==> src/rtl/psan_sigmoid_sched_pkg.sv <==
// rtl/psan_sigmoid_sched_pkg.sv - shared types and sigmoid symmetry helpers
package psan_pkg;

  localparam int DATA_W = 16;
  localparam int FRAC_W = 10;
  // Wide enough for up to 8 requesters
  localparam int ID_W   = 3;
  localparam logic [DATA_W-1:0] ONE_Q = DATA_W'(1 << FRAC_W);

  typedef logic signed [DATA_W-1:0] q_t;
  typedef logic        [DATA_W-1:0] uq_t;

  typedef struct packed {
    logic [ID_W-1:0] id;
    uq_t             fx;
  } rsp_t;

  // Magnitude of a signed operand; the most negative code has no positive twin
  function automatic uq_t abs_sat(input q_t x);
    uq_t r;
    if (!x[DATA_W-1]) begin
      r = uq_t'(x);
    end else if (x == {1'b1, {(DATA_W-1){1'b0}}}) begin
      r = {1'b0, {(DATA_W-1){1'b1}}};
    end else begin
      r = uq_t'(-x);
    end
    return r;
  endfunction

  // Clamp the core result to one, then mirror it for negative operands
  function automatic uq_t sym_fix(input logic neg, input uq_t fx);
    uq_t sat;
    sat = (fx > ONE_Q) ? ONE_Q : fx;
    return neg ? (ONE_Q - sat) : sat;
  endfunction

endpackage

==> src/rtl/psan_sigmoid_sched_rr_arbiter.sv <==
// rtl/psan_sigmoid_sched_rr_arbiter.sv - round-robin one-hot arbiter with rotating priority
module psan_rr_arbiter #(
  parameter int N_REQ = 4
) (
  input  logic                     clk_i,
  input  logic                     reset_i,
  input  logic [N_REQ-1:0]         req_i,
  input  logic                     enable_i,
  input  logic                     upd_i,
  output logic [N_REQ-1:0]         grant_o,
  output logic [$clog2(N_REQ)-1:0] grant_idx_o
);

  localparam int PW = $clog2(N_REQ);

  logic [PW-1:0] ptr_q, ptr_d;
  logic [PW-1:0] idx;
  logic          found;
  int            j;

  // First requester at or above the pointer wins, wrapping past the top
  always_comb begin
    grant_o     = '0;
    grant_idx_o = '0;
    found       = 1'b0;
    j           = 0;
    idx         = '0;
    for (int k = 0; k < N_REQ; k++) begin
      j = int'(ptr_q) + k;
      if (j >= N_REQ) j = j - N_REQ;
      idx = PW'(j);
      if (enable_i && !found && req_i[idx]) begin
        grant_o[idx] = 1'b1;
        grant_idx_o  = idx;
        found        = 1'b1;
      end
    end
  end

  // Priority moves just past the winner only when a transfer happened
  always_comb begin
    ptr_d = ptr_q;
    if (upd_i) begin
      ptr_d = (grant_idx_o == PW'(N_REQ - 1)) ? '0 : grant_idx_o + 1'b1;
    end
  end

  // Pointer register
  always_ff @(posedge clk_i or posedge reset_i) begin
    if (reset_i) ptr_q <= '0;
    else         ptr_q <= ptr_d;
  end

endmodule

==> src/rtl/psan_sigmoid_sched.sv <==
// rtl/psan_sigmoid_sched.sv - shares one sigmoid core between requesters with retagged FIFO output
module psan_sigmoid_sched
  import psan_pkg::*;
#(
  parameter int N_REQ      = 4,
  parameter int CORE_LAT   = 1,
  parameter int FIFO_DEPTH = 4
) (
  input  logic                      clk_i,
  input  logic                      reset_i,
  input  logic [N_REQ-1:0]          req_valid_i,
  input  logic [N_REQ*DATA_W-1:0]   req_x_i,
  output logic [N_REQ-1:0]          req_ready_o,
  output logic [DATA_W-1:0]         core_x_o,
  input  logic [DATA_W-1:0]         core_fx_i,
  output logic                      rsp_valid_o,
  output logic [$clog2(N_REQ)-1:0]  rsp_id_o,
  output logic [DATA_W-1:0]         rsp_fx_o,
  input  logic                      rsp_ready_i,
  output logic                      busy_o
);

  localparam int PW    = $clog2(N_REQ);
  localparam int FPW   = $clog2(FIFO_DEPTH);
  localparam int CNT_W = $clog2(FIFO_DEPTH + CORE_LAT + 2);

  logic [N_REQ-1:0]  grant;
  logic [PW-1:0]     gidx;
  logic              can_issue, xfer;
  q_t                x_sel;

  uq_t               core_x_q;
  logic              iss_vld_q, iss_neg_q;
  logic [ID_W-1:0]   iss_id_q;
  logic [CORE_LAT-1:0] pipe_vld_q, pipe_neg_q;
  logic [ID_W-1:0]   pipe_id_q [CORE_LAT];

  rsp_t              mem_q [FIFO_DEPTH];
  logic [FPW-1:0]    wr_ptr_q, wr_ptr_d, rd_ptr_q, rd_ptr_d;
  logic [CNT_W-1:0]  fifo_cnt_q, fifo_cnt_d, inflight;
  logic              push, pop;
  rsp_t              push_data, head;

  function automatic logic [FPW-1:0] ptr_inc(input logic [FPW-1:0] p);
    return (p == FPW'(FIFO_DEPTH - 1)) ? '0 : p + 1'b1;
  endfunction

  // Entries issued to the core but not yet captured into the FIFO
  always_comb begin
    inflight = CNT_W'(iss_vld_q);
    for (int k = 0; k < CORE_LAT; k++) inflight = inflight + CNT_W'(pipe_vld_q[k]);
  end

  // Credit counts every slot a result could eventually need; pops free it a cycle later
  assign can_issue = (inflight + fifo_cnt_q) < CNT_W'(FIFO_DEPTH);

  psan_rr_arbiter #(.N_REQ(N_REQ)) u_arb (
    .clk_i       (clk_i),
    .reset_i     (reset_i),
    .req_i       (req_valid_i),
    .enable_i    (can_issue & ~reset_i),
    .upd_i       (xfer),
    .grant_o     (grant),
    .grant_idx_o (gidx)
  );

  assign req_ready_o = grant;
  assign xfer        = |(req_valid_i & grant);

  // Operand of the granted requester
  always_comb begin
    x_sel = '0;
    for (int i = 0; i < N_REQ; i++) begin
      if (gidx == PW'(i)) x_sel = req_x_i[i*DATA_W +: DATA_W];
    end
  end

  // Issue stage: core operand plus the tag that travels alongside it
  always_ff @(posedge clk_i or posedge reset_i) begin
    if (reset_i) begin
      core_x_q  <= '0;
      iss_vld_q <= 1'b0;
      iss_id_q  <= '0;
      iss_neg_q <= 1'b0;
    end else begin
      iss_vld_q <= xfer;
      if (xfer) begin
        core_x_q  <= abs_sat(x_sel);
        iss_id_q  <= ID_W'(gidx);
        iss_neg_q <= x_sel[DATA_W-1];
      end
    end
  end

  assign core_x_o = core_x_q;

  // Tag pipeline matching the core latency so the tail lines up with core_fx
  always_ff @(posedge clk_i or posedge reset_i) begin
    if (reset_i) begin
      pipe_vld_q <= '0;
      pipe_neg_q <= '0;
      for (int k = 0; k < CORE_LAT; k++) pipe_id_q[k] <= '0;
    end else begin
      pipe_vld_q[0] <= iss_vld_q;
      pipe_neg_q[0] <= iss_neg_q;
      pipe_id_q[0]  <= iss_id_q;
      for (int k = 1; k < CORE_LAT; k++) begin
        pipe_vld_q[k] <= pipe_vld_q[k-1];
        pipe_neg_q[k] <= pipe_neg_q[k-1];
        pipe_id_q[k]  <= pipe_id_q[k-1];
      end
    end
  end

  assign push         = pipe_vld_q[CORE_LAT-1];
  assign push_data.id = pipe_id_q[CORE_LAT-1];
  assign push_data.fx = sym_fix(pipe_neg_q[CORE_LAT-1], core_fx_i);
  assign pop          = rsp_valid_o & rsp_ready_i;

  // FIFO pointer and occupancy next state
  always_comb begin
    wr_ptr_d   = wr_ptr_q;
    rd_ptr_d   = rd_ptr_q;
    fifo_cnt_d = fifo_cnt_q;
    if (push) wr_ptr_d = ptr_inc(wr_ptr_q);
    if (pop)  rd_ptr_d = ptr_inc(rd_ptr_q);
    if (push && !pop)      fifo_cnt_d = fifo_cnt_q + 1'b1;
    else if (!push && pop) fifo_cnt_d = fifo_cnt_q - 1'b1;
  end

  // FIFO control registers
  always_ff @(posedge clk_i or posedge reset_i) begin
    if (reset_i) begin
      wr_ptr_q   <= '0;
      rd_ptr_q   <= '0;
      fifo_cnt_q <= '0;
    end else begin
      wr_ptr_q   <= wr_ptr_d;
      rd_ptr_q   <= rd_ptr_d;
      fifo_cnt_q <= fifo_cnt_d;
    end
  end

  // FIFO storage; contents are don't-care until the count covers them
  always_ff @(posedge clk_i) begin
    if (push) mem_q[wr_ptr_q] <= push_data;
  end

  assign head        = mem_q[rd_ptr_q];
  assign rsp_valid_o = (fifo_cnt_q != '0);
  assign rsp_fx_o    = rsp_valid_o ? head.fx : '0;

  // Narrow the stored tag back to the port width
  always_comb begin
    rsp_id_o = '0;
    for (int i = 0; i < N_REQ; i++) begin
      if (rsp_valid_o && head.id == ID_W'(i)) rsp_id_o = PW'(i);
    end
  end

  assign busy_o = (inflight != '0) || rsp_valid_o;

  // The credit rule must make a push into a full FIFO impossible
  assert property (@(posedge clk_i) disable iff (reset_i)
                   (push && !pop) |-> (fifo_cnt_q < CNT_W'(FIFO_DEPTH)));

endmodule
==> config.mk <==
export PLATFORM = sky130hd
export DESIGN_NAME = psan_sigmoid_sched
export DESIGN_NICKNAME = d
export VERILOG_FILES = /design/src/rtl/psan_sigmoid_sched_pkg.sv /design/src/rtl/psan_sigmoid_sched_rr_arbiter.sv /design/src/rtl/psan_sigmoid_sched.sv
export SDC_FILE = /design/constraint.sdc
export NUM_CORES = 1
export LEC_CHECK = 0
export ABC_AREA = 0
export BUFFER_PORTS_ARGS = -buffer_cell sky130_fd_sc_hd__buf_2
export CAP_MARGIN = 25
export CORE_UTILIZATION = 39
export CTS_CLUSTER_DIAMETER = 50
export CTS_CLUSTER_SIZE = 8
export DETAILED_ROUTE_END_ITERATION = 7
export SETUP_SLACK_MARGIN = 0.3
export SLEW_MARGIN = 10
export SYNTH_ARGS = -nofsm -noshare
export SYNTH_HDL_FRONTEND = slang
export SYNTH_SLANG_ARGS = --single-unit
==> constraint.sdc <==
create_clock -name clk_i -period 5 [get_ports clk_i]
set_input_delay 0 -clock clk_i [delete_from_list [all_inputs] [get_ports clk_i]]
set_output_delay 0 -clock clk_i [all_outputs]
set_load 0.05 [all_outputs]
==> results of run 1 <==
## sequential cells by signal, summed over array words and instances (netlist names)
name,count
pipe_vld_q,1
wr_ptr_q,2
mem_q,72
iss_vld_q,1
pipe_id_q,2
fifo_cnt_q,3
u_arb.ptr_q,2
pipe_neg_q,1
iss_id_q,2
iss_neg_q,1
rd_ptr_q,2
core_x_o,16
## path summary, 6_finish.rpt
path | from | to | slack (ns) | cells past startpoint
worst max-delay path | pipe_vld_q | core_x_o[1] | 0.67 | 15
worst min-delay path | rsp_ready_i | rd_ptr_q[0] | 0.03 | 3
worst max register to register | pipe_vld_q | core_x_o[1] | 0.67 | 15
worst min register to register | iss_neg_q | pipe_neg_q | 0.38 | 0
max in group asynchronous | reset_i | core_x_o[11] | 4.37 | 4
min in group asynchronous | reset_i | u_arb.ptr_q[0] | 0.31 | 4
## what timing repair did
item | in CTS | in global routing
buffers inserted | 0 | 0
gates resized for setup | 0 | 4
hold buffers | 1 | 0
endpoints found under the setup margin | 0 | 16
hold endpoints to repair | 33 | 0
## stage by stage
step                      worst slack, ns  cell area (sq um)  cells  utilization, %  power [mW]
after floorplan                     0.323               5830    467               -        3.36
after global placement              0.538               6710    773            46.3        3.99
after detailed placement            0.430               6710    773            46.3        4.03
after CTS                           0.390               7020    790            48.5        4.74
after global routing                0.301               7070    792            48.8        5.03
final                               0.671               7070    792            48.8        4.71
## layout make-up
cell class	instances	area [sq um]	area share (%)
multi-input combinational	324	2690	38.0
timing repair buffer	145	803	11.4
clock inverter	6	66.3	0.938
clock buffer	10	229	3.24
inverter	18	67.6	0.956
tap	184	230	3.26
sequential	105	2990	42.3
## worst register-to-register path: cells and delay by family, from the launching register on
family	cells	cell delay, ns
buffers and inverters	2	0.37
adder cells (fa/ha/maj)	3	0.66
AND/OR/NAND/NOR	3	1.06
multiplexers	2	0.67
AO/OA/AOI/OAI	5	1.00
flip-flops	1	0.47
## cell families (layout without fill, tap and decap cells)
logic type | Yosys count | after routing | share of synthesized area [%]
xor gates and xnor gates | 14 | 14 | 2.12
and+or+nand+nor | 121 | 121 | 10.7
AOI/OAI and AO/OA | 99 | 99 | 13.4
other | 1 | 12 | 0.0648
muxes | 54 | 54 | 13.9
DFF | 105 | 105 | 51.6
buffers and inverters | 38 | 179 | 2.88
adders and majority gates | 24 | 24 | 5.32
## synthesized netlist by cell type, types with 2 or more instances
master / number / area share, %
sky130_fd_sc_hd__buf_6: 2 / 0.39
sky130_fd_sc_hd__nand2_1: 35 / 2.3
sky130_fd_sc_hd__or4_1: 2 / 0.26
sky130_fd_sc_hd__o21a_1: 2 / 0.26
sky130_fd_sc_hd__mux2_2: 7 / 1.4
sky130_fd_sc_hd__a222oi_1: 2 / 0.35
sky130_fd_sc_hd__inv_1: 18 / 1.2
sky130_fd_sc_hd__and2_1: 24 / 2.6
sky130_fd_sc_hd__ha_1: 23 / 5.0
sky130_fd_sc_hd__xor2_1: 8 / 1.2
sky130_fd_sc_hd__nor2_1: 26 / 1.7
sky130_fd_sc_hd__or2_2: 2 / 0.22
sky130_fd_sc_hd__nand3_1: 2 / 0.17
sky130_fd_sc_hd__xnor2_1: 6 / 0.91
sky130_fd_sc_hd__dfrtp_1: 33 / 14
sky130_fd_sc_hd__a31oi_1: 6 / 0.65
sky130_fd_sc_hd__edfxtp_1: 72 / 37
sky130_fd_sc_hd__o22a_1: 7 / 1.1
sky130_fd_sc_hd__nor3_1: 7 / 0.61
sky130_fd_sc_hd__mux4_2: 19 / 7.4
sky130_fd_sc_hd__o21ai_0: 10 / 0.86
sky130_fd_sc_hd__a31o_2: 2 / 0.30
sky130_fd_sc_hd__a41oi_1: 6 / 0.91
sky130_fd_sc_hd__buf_2: 4 / 0.35
sky130_fd_sc_hd__mux2i_1: 13 / 2.2
sky130_fd_sc_hd__a211oi_1: 3 / 0.39
sky130_fd_sc_hd__a22oi_1: 2 / 0.26
sky130_fd_sc_hd__a22o_1: 4 / 0.61
sky130_fd_sc_hd__o221ai_1: 2 / 0.30
sky130_fd_sc_hd__a32o_1: 2 / 0.35
sky130_fd_sc_hd__a21oi_1: 13 / 1.1
sky130_fd_sc_hd__o22ai_1: 9 / 0.97
sky130_fd_sc_hd__mux2_1: 15 / 2.9
sky130_fd_sc_hd__nand2b_1: 6 / 0.65
sky130_fd_sc_hd__a221oi_1: 9 / 1.4
sky130_fd_sc_hd__a221o_1: 10 / 1.7
sky130_fd_sc_hd__nor2b_1: 6 / 0.65
sky130_fd_sc_hd__or3_1: 2 / 0.22
sky130_fd_sc_hd__clkbuf_1: 12 / 0.78
## power by group through the flow
stage / clock (mW) / combinational, mW / sequential (mW)
CTS: 0.714 / 2.73 / 1.29
global route: 0.751 / 2.96 / 1.31
finish: 0.704 / 2.72 / 1.28
detailed placement: 0 / 2.72 / 1.31
floorplan: 0 / 1.90 / 1.46
global placement: 0 / 2.70 / 1.30
## layer usage
metal	vias up	GRT usage (%)	routed length [microns]
li1	2035	-	-
met1	2008	23.0	5970
met2	149	32.0	6370
met3	11	3.98	852
met4	0	5.12	168
met5	-	0	0
==> metrics list, run 1 <==
- Outcome: finished clean
* Clock Skews: around 0.0075 ns
- Number of buffers added by the clock tree synthesis step: 9
- The clock reaches the later pin of the worst-skew pair after 0.34 ns.
- Sequential elements use about half of the synthesized area.
* Number of nets in the finished design: 714
* Post-route minimum period: 4.33 ns
- Slowest-stage cell, CP: sky130_fd_sc_hd__dfrtp_1
- Internal power comes to 2.53 mW.
- The number of buffers and inverters on the critical path is 2.
- Proportion of power drawn by the clock network: ~15%
* Crit. End Element: flop
- Setup repair after global routing left no endpoint under its margin.
- Post-route clock period utilization: between 80% and 90%
- Once the floorplan was initialized, standard cells occupied 40.0% of the core.
* Port Buf Inserts: about 130
- Die Y-Extent: approximately 120 microns
* Average footprint of a synthesized cell: ~13 sq um
* Placer's final routability congestion estimate: about 0.85
* Number of core rows: 44
- Post-DP HPWL: 9730 microns
- Max_slew headroom: 33.6%
- Clock Path Buffers: 2
- Setup violations remaining at the end of the flow were counted as 0.
- CP Cell Sequence: ha_1, ha_1, a31oi_1, mux2i_1, a21oi_1, inv_1, ha_1, nor2b_1, buf_4, a221o_1, o221ai_1, and3_2, nand3_1, o211ai_1, mux2_1
- The tree is rooted in a sky130_fd_sc_hd__clkbuf_16.
- The area growth from synthesis to layout is 22.2%.
- Number of global-route vias before repair: 4,349
- Maximum operating frequency: about 0.23 GHz
* Post-synth EDFFs: 72
- After synthesis the cells add up to 0.00579 sq mm.
- In this design, the largest share of critical-path delay is due to simple AND/OR/NAND/NOR gates.
- Global routing used a little under a fifth of the available tracks across all layers.
- The layout has between 1,000 and 1,500 filler cells.
* Number of max-slew violations in the final report: 0
- STA classifies the critical path startpoint as a flop.
- Counting flops and latches in the post-synthesis netlist gives 105.
* Hold Fails Final Rpt: 0
- Fraction of power spent switching nets: about 46%
- Sequential fraction of design power: 27.2%
* Logic gate share of total power: just under 60%
- The repair_antennas step left the layout with diodes totalling 0.
- Total power density per cell area: between 600 and 700 mW/mm^2
* Psw: around 2.2 mW
- In this run the remaining antenna-violating nets after routing total 0.
- Total via count in the routed design: between 4,000 and 5,000
- The analysis attributes to cell leakage a power of just under 3 nW.
- Final Routed Wirelength: 13,400 microns
- First-iteration detailed-routing DRC count: 290
* Commonest cells after routing, fill and taps aside: sky130_fd_sc_hd__buf_2 (126), sky130_fd_sc_hd__edfxtp_1 (72), sky130_fd_sc_hd__nand2_1 (35)
* Category of the most critical setup path: flop to flop
- TritonCTS built the clock tree.
* Post-DR vias/cell: 5.31
* Main synth FF type: sky130_fd_sc_hd__edfxtp_1
* Core Region: 0.0145 sq mm
* CTS H-tree lvls: 3
- Arrival time of data at the critical path endpoint: around 4.6 ns
- The first global-routing pass estimated around 22,000 microns of wire.
- The netlist uses a little over 60 different library cells.
- Io pins: 127
* Die X-Extent: between 100 and 150 microns
- Worst-path fanout max: 10
* 1st-pass router iterations: 4
- Entering global routing, the biggest net connects 34 pins.
- For this run, the slowest stage of the critical path takes around 0.47 ns.
- Die ar.: roughly 0.015 sq mm
- The tool flagged a number of max-cap violations equal to 0.
- # clock sinks: ~110
- The min-delay analysis places its worst path in the category input pin to flop.
- At the pin with the least slew margin, the transition time is 0.996 ns.
- Count of warnings emitted by yosys: 0
* GRT overflow: 0
- Peak supply drop: 367 uV
- DR DRC count: 0
- The number of antenna violations at the first check in global routing came to 0.
- Of all flip-flops after synthesis, the portion carrying an async set or reset was 31.4%.
- Clock transition time at the flip-flop clock pins of the worst setup and hold paths: 0.07 ns
- Number of instances in the synthesized netlist: 456
- Commonest non-fill, non-tap cell in the layout: sky130_fd_sc_hd__buf_2
- Routed wire length per instance: 16.9 microns
- Summed over all failing endpoints, the final setup total negative slack is 0 ns.
- Cell with the most instances on the worst path: sky130_fd_sc_hd__ha_1
* Share of post-route cells with drive strength above 1: approximately a third
* Data required time of the worst path: ~5.2 ns
- Across all hold checks on the routed design, the worst slack comes to ~0.032 ns.
(Power assumes the default switching activity.)
==> run 2: changes to the inputs <==
--- a/config.mk
+++ b/config.mk
@@ -8,10 +8,12 @@
 export ABC_AREA = 0
 export BUFFER_PORTS_ARGS = -buffer_cell sky130_fd_sc_hd__buf_2
 export CAP_MARGIN = 25
+export CORE_ASPECT_RATIO = 1.75
 export CORE_UTILIZATION = 39
 export CTS_CLUSTER_DIAMETER = 50
 export CTS_CLUSTER_SIZE = 8
 export DETAILED_ROUTE_END_ITERATION = 7
+export PLACE_DENSITY = 0.69
 export SETUP_SLACK_MARGIN = 0.3
 export SLEW_MARGIN = 10
 export SYNTH_ARGS = -nofsm -noshare
==> metrics list, run 2 (same netlist as run 1, synthesis figures left out) <==
* Outcome: finished clean
* Number of core rows: between 50 and 60
* Endpoint of the worst hold path: rd_ptr_q[0]
- In the final routed layout, each cell accounts on average for 16.5 microns.
- Wires add up to 13,000 microns.
- The number of endpoints with negative hold slack in the final report is 0.
* Crit. End Element: flop
- After clock tree synthesis, the clock-pin slew on the worst setup and hold paths is ~0.07 ns.
- Number of buffers added by the clock tree synthesis step: 9
* Final total negative setup slack: 0 ns
* Io pins: about 130
- Fraction of power spent switching nets: 45.9%
- The worst register-to-register path has a setup slack of between 0.5 and 0.6 ns.
- Between clock sinks in the finished design, the worst skew comes to ~0.011 ns.
- Proportion of power drawn by the clock network: around 15%
- Cells on Worst Hold Path: 3
* GRT overflow: 0
- Commonest non-fill, non-tap cell in the layout: sky130_fd_sc_hd__buf_2
- Share of post-route cells with drive strength above 1: 33.2%
- The die is between 150 and 200 microns tall.
- After detailed routing, the number of remaining DRC violations is 0.
* Maximum operating frequency: 0.225 GHz
- Post-route clock period utilization: 88.9%
- Post-DR vias/cell: 5.38
- Worst-path fanout max: 11
- At the worst endpoint, the arrival time is approximately 4.7 ns.
* Logic gate share of total power: a little under three fifths
* Worst Reg-to-Reg Cells: 16
* # clock sinks: approximately 110
* Clock Path Buffers: 2
- Nature of the critical path startpoint: flop
* CTS H-tree lvls: 3
- The library cells used most frequently in the layout, excluding fill and tap cells, are sky130_fd_sc_hd__buf_2 (126), sky130_fd_sc_hd__edfxtp_1 (72), sky130_fd_sc_hd__nand2_1 (35).
- Startpoint of the worst setup timing path: pipe_vld_q
- The initial utilization of the core area, before any placement, comes to 40.1%.
- Total power density per cell area: around 670 mW/mm^2
- Antenna violations before repair: 0
* # Max-Cap Violations: 0
* Global-route total usage across every layer: about 18%
- Number of antenna repair diodes: 0
- CTS root buf: sky130_fd_sc_hd__clkbuf_16
- Measured slew at the worst slew-check pin: around 0.95 ns
* Largest register FFs: between 70 and 80
- In this run the static leakage power is 2.89 nW.
- The tightest min-delay check is of the input pin to flop type.
- Core Region: 0.0144 sq mm
- TritonCTS built the clock tree.
* Later-pin clock latency in the skew report: between 0.3 and 0.4 ns
- VDD sags by at most 399 uV.
* Layout Utilization: 49.1%
* Post-route minimum period: between 4 and 5 ns
- 1st-pass router iterations: 4
* Data required time of the worst path: ~5.2 ns
- Relative to the synthesized area, the layout overhead comes to 22.6%.
- Number of max-slew violations in the final report: 0
* Psw: 2.17 mW
- The worst pin sits at a relative slew slack of between 30% and 40%.
- Worst reg2reg path endpoint: core_x_o[13]
- Sequential fraction of design power: approximately 28%
* Register ranked first by flip-flop count: mem_q
- Pint: ~2.6 mW
- Total via count in the routed design: roughly 4,200
- Reg2Reg Launch Point: pipe_vld_q
- Detailed placement finished with a half-perimeter wire length of 9810 microns.
- The count of nets left with antenna violations once routing finished came out at 0.
- Port Buf Inserts: between 100 and 150
- Wire length of the first global-routing pass: between 20,000 and 25,000 microns
- Die X-Extent: between 90 and 100 microns
- Die ar.: roughly 0.015 sq mm
- Maximum number of pins on one net before global-route repair: 33
- Setup repair after global routing missed its margin: yes
- Setup violation total in the final timing report: 0
- First-iteration detailed-routing DRC count: between 150 and 200
- Placer's final routability congestion estimate: approximately 0.86
- The startpoint identified for the worst hold timing path is rsp_ready_i.
* Number of nets in the finished design: slightly above 700
- Category of the most critical setup path: flop to flop
- The via count of the first global-routing pass was ~4,300.
run 2: changes by cell type in the layout (fill, tap and decap cells not counted), sizes merged:
| cell | before | now |
|---|---|---|
| clkinv | 1 | 0 |
| inv | 20 | 22 |
| clkbuf | 10 | 11 |
| clkinvlp | 2 | 0 |
run 2: metrics by stage:
| step | cell area [sq um] | instances | worst slack [ns] | hold WS, ns | total power, mW |
|---|---|---|---|---|---|
| global placement | 6690 | 767 | 0.482 | -0.122 | 3.95 |
| floorplan | 5830 | 467 | 0.323 | 0.129 | 3.36 |
| CTS | 7000 | 784 | 0.370 | 0.0418 | 4.72 |
| finish | 7100 | 788 | 0.556 | 0.0583 | 4.72 |
| detailed placement | 6690 | 767 | 0.410 | -0.118 | 3.99 |
| global route | 7100 | 788 | 0.273 | 0.0734 | 5.04 |
run 2: layout make-up:
class / count / area, sq um
Clock buffer: 11 / 233
Clock inverter: 5 / 67.6
Fill cell: 1311 / 7350
Inverter: 18 / 67.6
Multi-Input combinational cell: 324 / 2710
Sequential cell: 105 / 2990
Tap cell: 180 / 225
Timing Repair Buffer: 145 / 807
run 2: what timing repair did:
item / in CTS / in global routing
gates resized for setup: 0 / 10
buffers inserted: 0 / 1
hold buffers: 1 / 0
endpoints found under the setup margin: 0 / 16
hold endpoints to repair: 33 / 0
run 2: worst max-delay path by stage:
stage	depth (start not counted)	slack, ns	end
after floorplan	17	0.32	core_x_o[10]
after global placement	16	0.48	core_x_o[1]
after detailed placement	16	0.41	core_x_o[1]
after CTS	16	0.37	core_x_o[1]
after global routing	16	0.27	core_x_o[12]
final	16	0.56	core_x_o[13]
run 2: worst max-delay path, cell delays in order, from the launching register on:
cell and delay (ns):
sky130_fd_sc_hd__dfrtp_1 0.47, sky130_fd_sc_hd__ha_1 0.24, sky130_fd_sc_hd__ha_1 0.28, sky130_fd_sc_hd__a31oi_1 0.24, sky130_fd_sc_hd__mux2i_2 0.34, sky130_fd_sc_hd__a21oi_1 0.14
sky130_fd_sc_hd__buf_4 0.17, sky130_fd_sc_hd__ha_1 0.25, sky130_fd_sc_hd__or2_1 0.33, sky130_fd_sc_hd__buf_4 0.21, sky130_fd_sc_hd__a221o_1 0.29, sky130_fd_sc_hd__a222oi_1 0.27
sky130_fd_sc_hd__buf_4 0.20, sky130_fd_sc_hd__nand2_1 0.09, sky130_fd_sc_hd__o41ai_2 0.42, sky130_fd_sc_hd__mux2i_1 0.11, sky130_fd_sc_hd__mux2_2 0.27
run 2: layer usage:
metal | global-route usage [%] | part of all wire, % | vias to the layer above
met2 | 33.9 | 56 | 144
met5 | 0 | 0 | -
met3 | 2.51 | 3.9 | 16
met1 | 19.7 | 38 | 2032
li1 | - | - | 2044
met4 | 6.43 | 1.6 | 0
run 2: power by group through the flow:
| stage | Combinational (mW) | Sequential (mW) | Clock [mW] |
|---|---|---|---|
| after floorplan | 1.90 | 1.46 | 0 |
| after global placement | 2.63 | 1.31 | 0 |
| after global routing | 2.95 | 1.33 | 0.763 |
| after CTS | 2.68 | 1.31 | 0.731 |
| after detailed placement | 2.67 | 1.32 | 0 |
| final | 2.71 | 1.30 | 0.710 |
==> run 3: changes to the inputs <==
--- a/config.mk
+++ b/config.mk
@@ -18,4 +18,5 @@
 export SLEW_MARGIN = 10
 export SYNTH_ARGS = -nofsm -noshare
 export SYNTH_HDL_FRONTEND = slang
+export SYNTH_HIERARCHICAL = 1
 export SYNTH_SLANG_ARGS = --single-unit
==> metrics list, run 3 <==
- In this run, the number of DRC markers left after iteration 0 of detailed routing was approximately 150.
- Slowest-stage cell, CP: sky130_fd_sc_hd__a21oi_2
- For this configuration, the core starts out at a cell density of between 40% and 50%.
* Post-route minimum period: between 4 and 5 ns
- In this run the worst path has a maximum fanout of 13.
- After detailed routing, the total wire length is about 13,000 microns.
- Largest delay contributor family on the critical path: compound AO/OA/AOI/OAI gates
- Once routing completed, OpenROAD measured the worst setup slack at just under 0.7 ns.
* Crit. End Element: flop
- Compared with the post-synthesis result, the final layout area differs by 18.7%.
* Final total negative setup slack: 0 ns
* Core Region: around 0.015 sq mm
* Largest register FFs: 72
- Clock transition time at the flip-flop clock pins of the worst setup and hold paths: around 0.07 ns
- Io pins: ~130
- Number of core rows: slightly below 60
* Die Y-Extent: ~170 microns
* Share of synthesized flip-flops with an asynchronous set or reset: about a third
* Synth area leader: sky130_fd_sc_hd__edfxtp_1
- Port Buf Inserts: 126
- Worst hold slack across all endpoints: around 0.05 ns
* Register ranked first by flip-flop count: mem_q
- Number of buffer and inverter instances along the worst setup path: 2
* Area of all placed cells without fillers: around 0.0071 sq mm
* Nature of the critical path startpoint: flop
* CTS root buf: sky130_fd_sc_hd__clkbuf_16
- Wire length of the first global-routing pass: 20,500 microns
* Synth top area share: about 36%
- The critical path is of the flop to flop type.
- Number of instances in the synthesized netlist: between 400 and 500
- Routed wire length per instance: between 15 and 20 microns
* Number of global-route vias before repair: roughly 4,200
- Post-Place Worst Slack: roughly 0.52 ns
* Total via count in the routed design: between 4,000 and 5,000
* CTS tree: yes
- Global routing used 17.1% of the available met1 tracks.
- Later-pin clock latency in the skew report: 0.34 ns
- Counting every sink on the clock net gives between 100 and 150.
- Max_slew headroom: 32.8%
* Cells on Worst Hold Path: 3
- Dividing the detail-routed via count by the number of cells gives 5.27.
- Antenna violations before repair: 0
* GRT busiest layer: met2
- CP Cell Sequence: inv_1, ha_2, mux2_2, o2bb2ai_1, and3_1, a32o_2, mux4_1, inv_1, ha_1, nand2_1, o22ai_1, and4_1, a21oi_2, a31oi_1
- Across the run, the number of max-cap violations was 0.
- Hold Fails Final Rpt: 0
- Main synth FF type: sky130_fd_sc_hd__edfxtp_1
* Post-DP HPWL: about 10,000 microns
- Worst hold-check path type: input pin to flop
* Setup violation total in the final timing report: 0
* CTS H-tree lvls: 3
* Arrival time of data at the critical path endpoint: between 4 and 5 ns
- Post-route total power: roughly 4.5 mW
* Measured slew at the worst slew-check pin: 1.01 ns
* Distinct cell type count after synthesis: 60
- Leakage: ~2.8 nW
- The critical path crosses 14 cells after its start point.
* Number of max-slew violations in the final report: 0
- Worst Reg-to-Reg Cells: 14
* Number of buffers added by the clock tree synthesis step: 9
- Peak per-stage delay on the critical path: around 0.60 ns
- Count of warnings emitted by yosys: 6
* Post-synth EDFFs: 72
- Largest cells by area after synthesis: sky130_fd_sc_hd__edfxtp_1 (36%), sky130_fd_sc_hd__dfrtp_1 (14%), sky130_fd_sc_hd__mux4_2 (9.8%), sky130_fd_sc_hd__ha_1 (4.0%), sky130_fd_sc_hd__mux4_1 (4.0%)
* Average footprint of a synthesized cell: between 10 and 15 sq um
* Total power density per cell area: roughly 640 mW/mm^2
- The run finished with clean final reports.
* Commonest non-fill, non-tap cell in the layout: sky130_fd_sc_hd__buf_2
- Die X-Extent: around 96 microns
- Commonest cells after routing, fill and taps aside: sky130_fd_sc_hd__buf_2 (126), sky130_fd_sc_hd__edfxtp_1 (72), sky130_fd_sc_hd__nor2_1 (37)
- IR analysis of the VDD net gives a maximum drop of roughly 280 uV.
- Clock Skews: between 0.008 and 0.009 ns
- Most used standard cell by instance count after synthesis: sky130_fd_sc_hd__edfxtp_1
* 1st-pass router iterations: 4
- The share of the Yosys chip area taken by registers is between 40% and 50%.
- Die ar.: 0.0159 sq mm
- Setup repair after global routing missed its margin: no
* #FFs+latches synth: approximately 110
* Clock Path Buffers: 2
- In the finished design, the share of the clock period the worst path needs comes to ~86%.
- Number of antenna repair diodes: 0
- By count the netlist is led by sky130_fd_sc_hd__edfxtp_1 (72), sky130_fd_sc_hd__nor2_1 (37), sky130_fd_sc_hd__dfrtp_1 (33), sky130_fd_sc_hd__nand2_1 (33).
- Number of nets with antenna violations after routing: 0
* Placer's final routability congestion estimate: roughly 0.94
* Number of nets in the finished design: about 700
* Combined area of all synthesized cells: 0.00598 sq mm
* Maximum operating frequency: about 0.23 GHz
- Data required time of the worst path: 5.18 ns
- The placed instances occupy a cell area of around 0.0068 sq mm.
- Global Route met2 Usage: between 30% and 40%
- In the routed design, unresolved DRC markers number 0.
- Final-layout fill cell count: approximately 1,400
- Global-route total usage across every layer: about 17%
- Grt met3 use: under 10%
- Cell with the most instances on the worst path: sky130_fd_sc_hd__inv_1
- Share of post-route cells with drive strength above 1: roughly a third
- GRT overflow: 0
- Entering global routing, the biggest net connects 32 pins.
[run 3: cell types whose count changed after synthesis, moves of 9 or more]
cell,before,now
sky130_fd_sc_hd__mux2_1,15,0
sky130_fd_sc_hd__a221oi_1,9,0
sky130_fd_sc_hd__a221o_1,10,0
sky130_fd_sc_hd__xnor2_1,6,15
sky130_fd_sc_hd__nor2_1,26,37
sky130_fd_sc_hd__mux4_1,0,9
[run 3: what timing repair did]
| action | in CTS | in global routing |
|---|---|---|
| resized for setup | 0 | 2 |
| buffers inserted | 0 | 3 |
| hold endpoints to repair | 33 | 0 |
| endpoints found under the setup margin | 0 | 15 |
| hold buffers | 1 | 0 |
[run 3: area by class of cell]
| class | count | area [sq um] | share of cell area [%] |
|---|---|---|---|
| clock inverters | 6 | 57.6 | 0.811 |
| multi-input cells | 314 | 2770 | 39.1 |
| well taps | 183 | 229 | 3.22 |
| repair buffers | 139 | 743 | 10.5 |
| inverters | 21 | 78.8 | 1.11 |
| flip-flops and latches | 105 | 2990 | 42.1 |
| clock buffers | 10 | 229 | 3.22 |
[run 3: tightest hold or removal path: stages]
cell	delay (ns)
sky130_fd_sc_hd__buf_2	0.11
sky130_fd_sc_hd__nand2_1	0.12
sky130_fd_sc_hd__a21o_1	0.13
[run 3: final timing paths]
| check | startpoint | to | slack (ns) |
|---|---|---|---|
| max in group asynchronous | reset_i | rd_ptr_q[1] | 4.40 |
| min in group asynchronous | reset_i | async pin | 0.09 |
| worst min register to register | iss_id_q[0] | pipe_id_q[0] | 0.39 |
| worst max-delay path | u_arb/ptr_q[1] | core_x_o[12] | 0.70 |
| worst min-delay path | rsp_ready_i | rd_ptr_q[0] | 0.05 |
| worst max register to register | u_arb/ptr_q[1] | core_x_o[12] | 0.70 |
[run 3: report_power, final]
group	total, mW	switching (mW)	leakage [nW]	internal [mW]
clock network	0.681	0.329	0.142	0.352
registers	1.28	0.158	1.04	1.12
logic	2.59	1.64	1.63	0.948
total	4.55	2.13	2.81	2.42
[run 3: logic make-up after synthesis]
family	count (synthesis)	share of synthesized area, %
xor+xnor	22	3.22
compound gates	70	8.56
flops	105	50.0
mux	52	17.2
fa+ha+maj	20	4.31
other cells	1	0.0627
simple gates	138	12.3
buf+inv	46	4.39
[run 3: per-stage QoR]
step,instances,utilization [%]
floorplan,465,-
CTS,775,47.4
detailed placement,758,45.4
global placement,758,45.4
finish,778,47.6
global route,778,47.6
[run 3: routing by layer]
| layer | vias to the layer above | routed length [microns] |
|---|---|---|
| li1 | 1962 | - |
| met1 | 1986 | 4700 |
| met2 | 140 | 7480 |
| met3 | 13 | 660 |
| met4 | 0 | 197 |
| met5 | - | 0 |
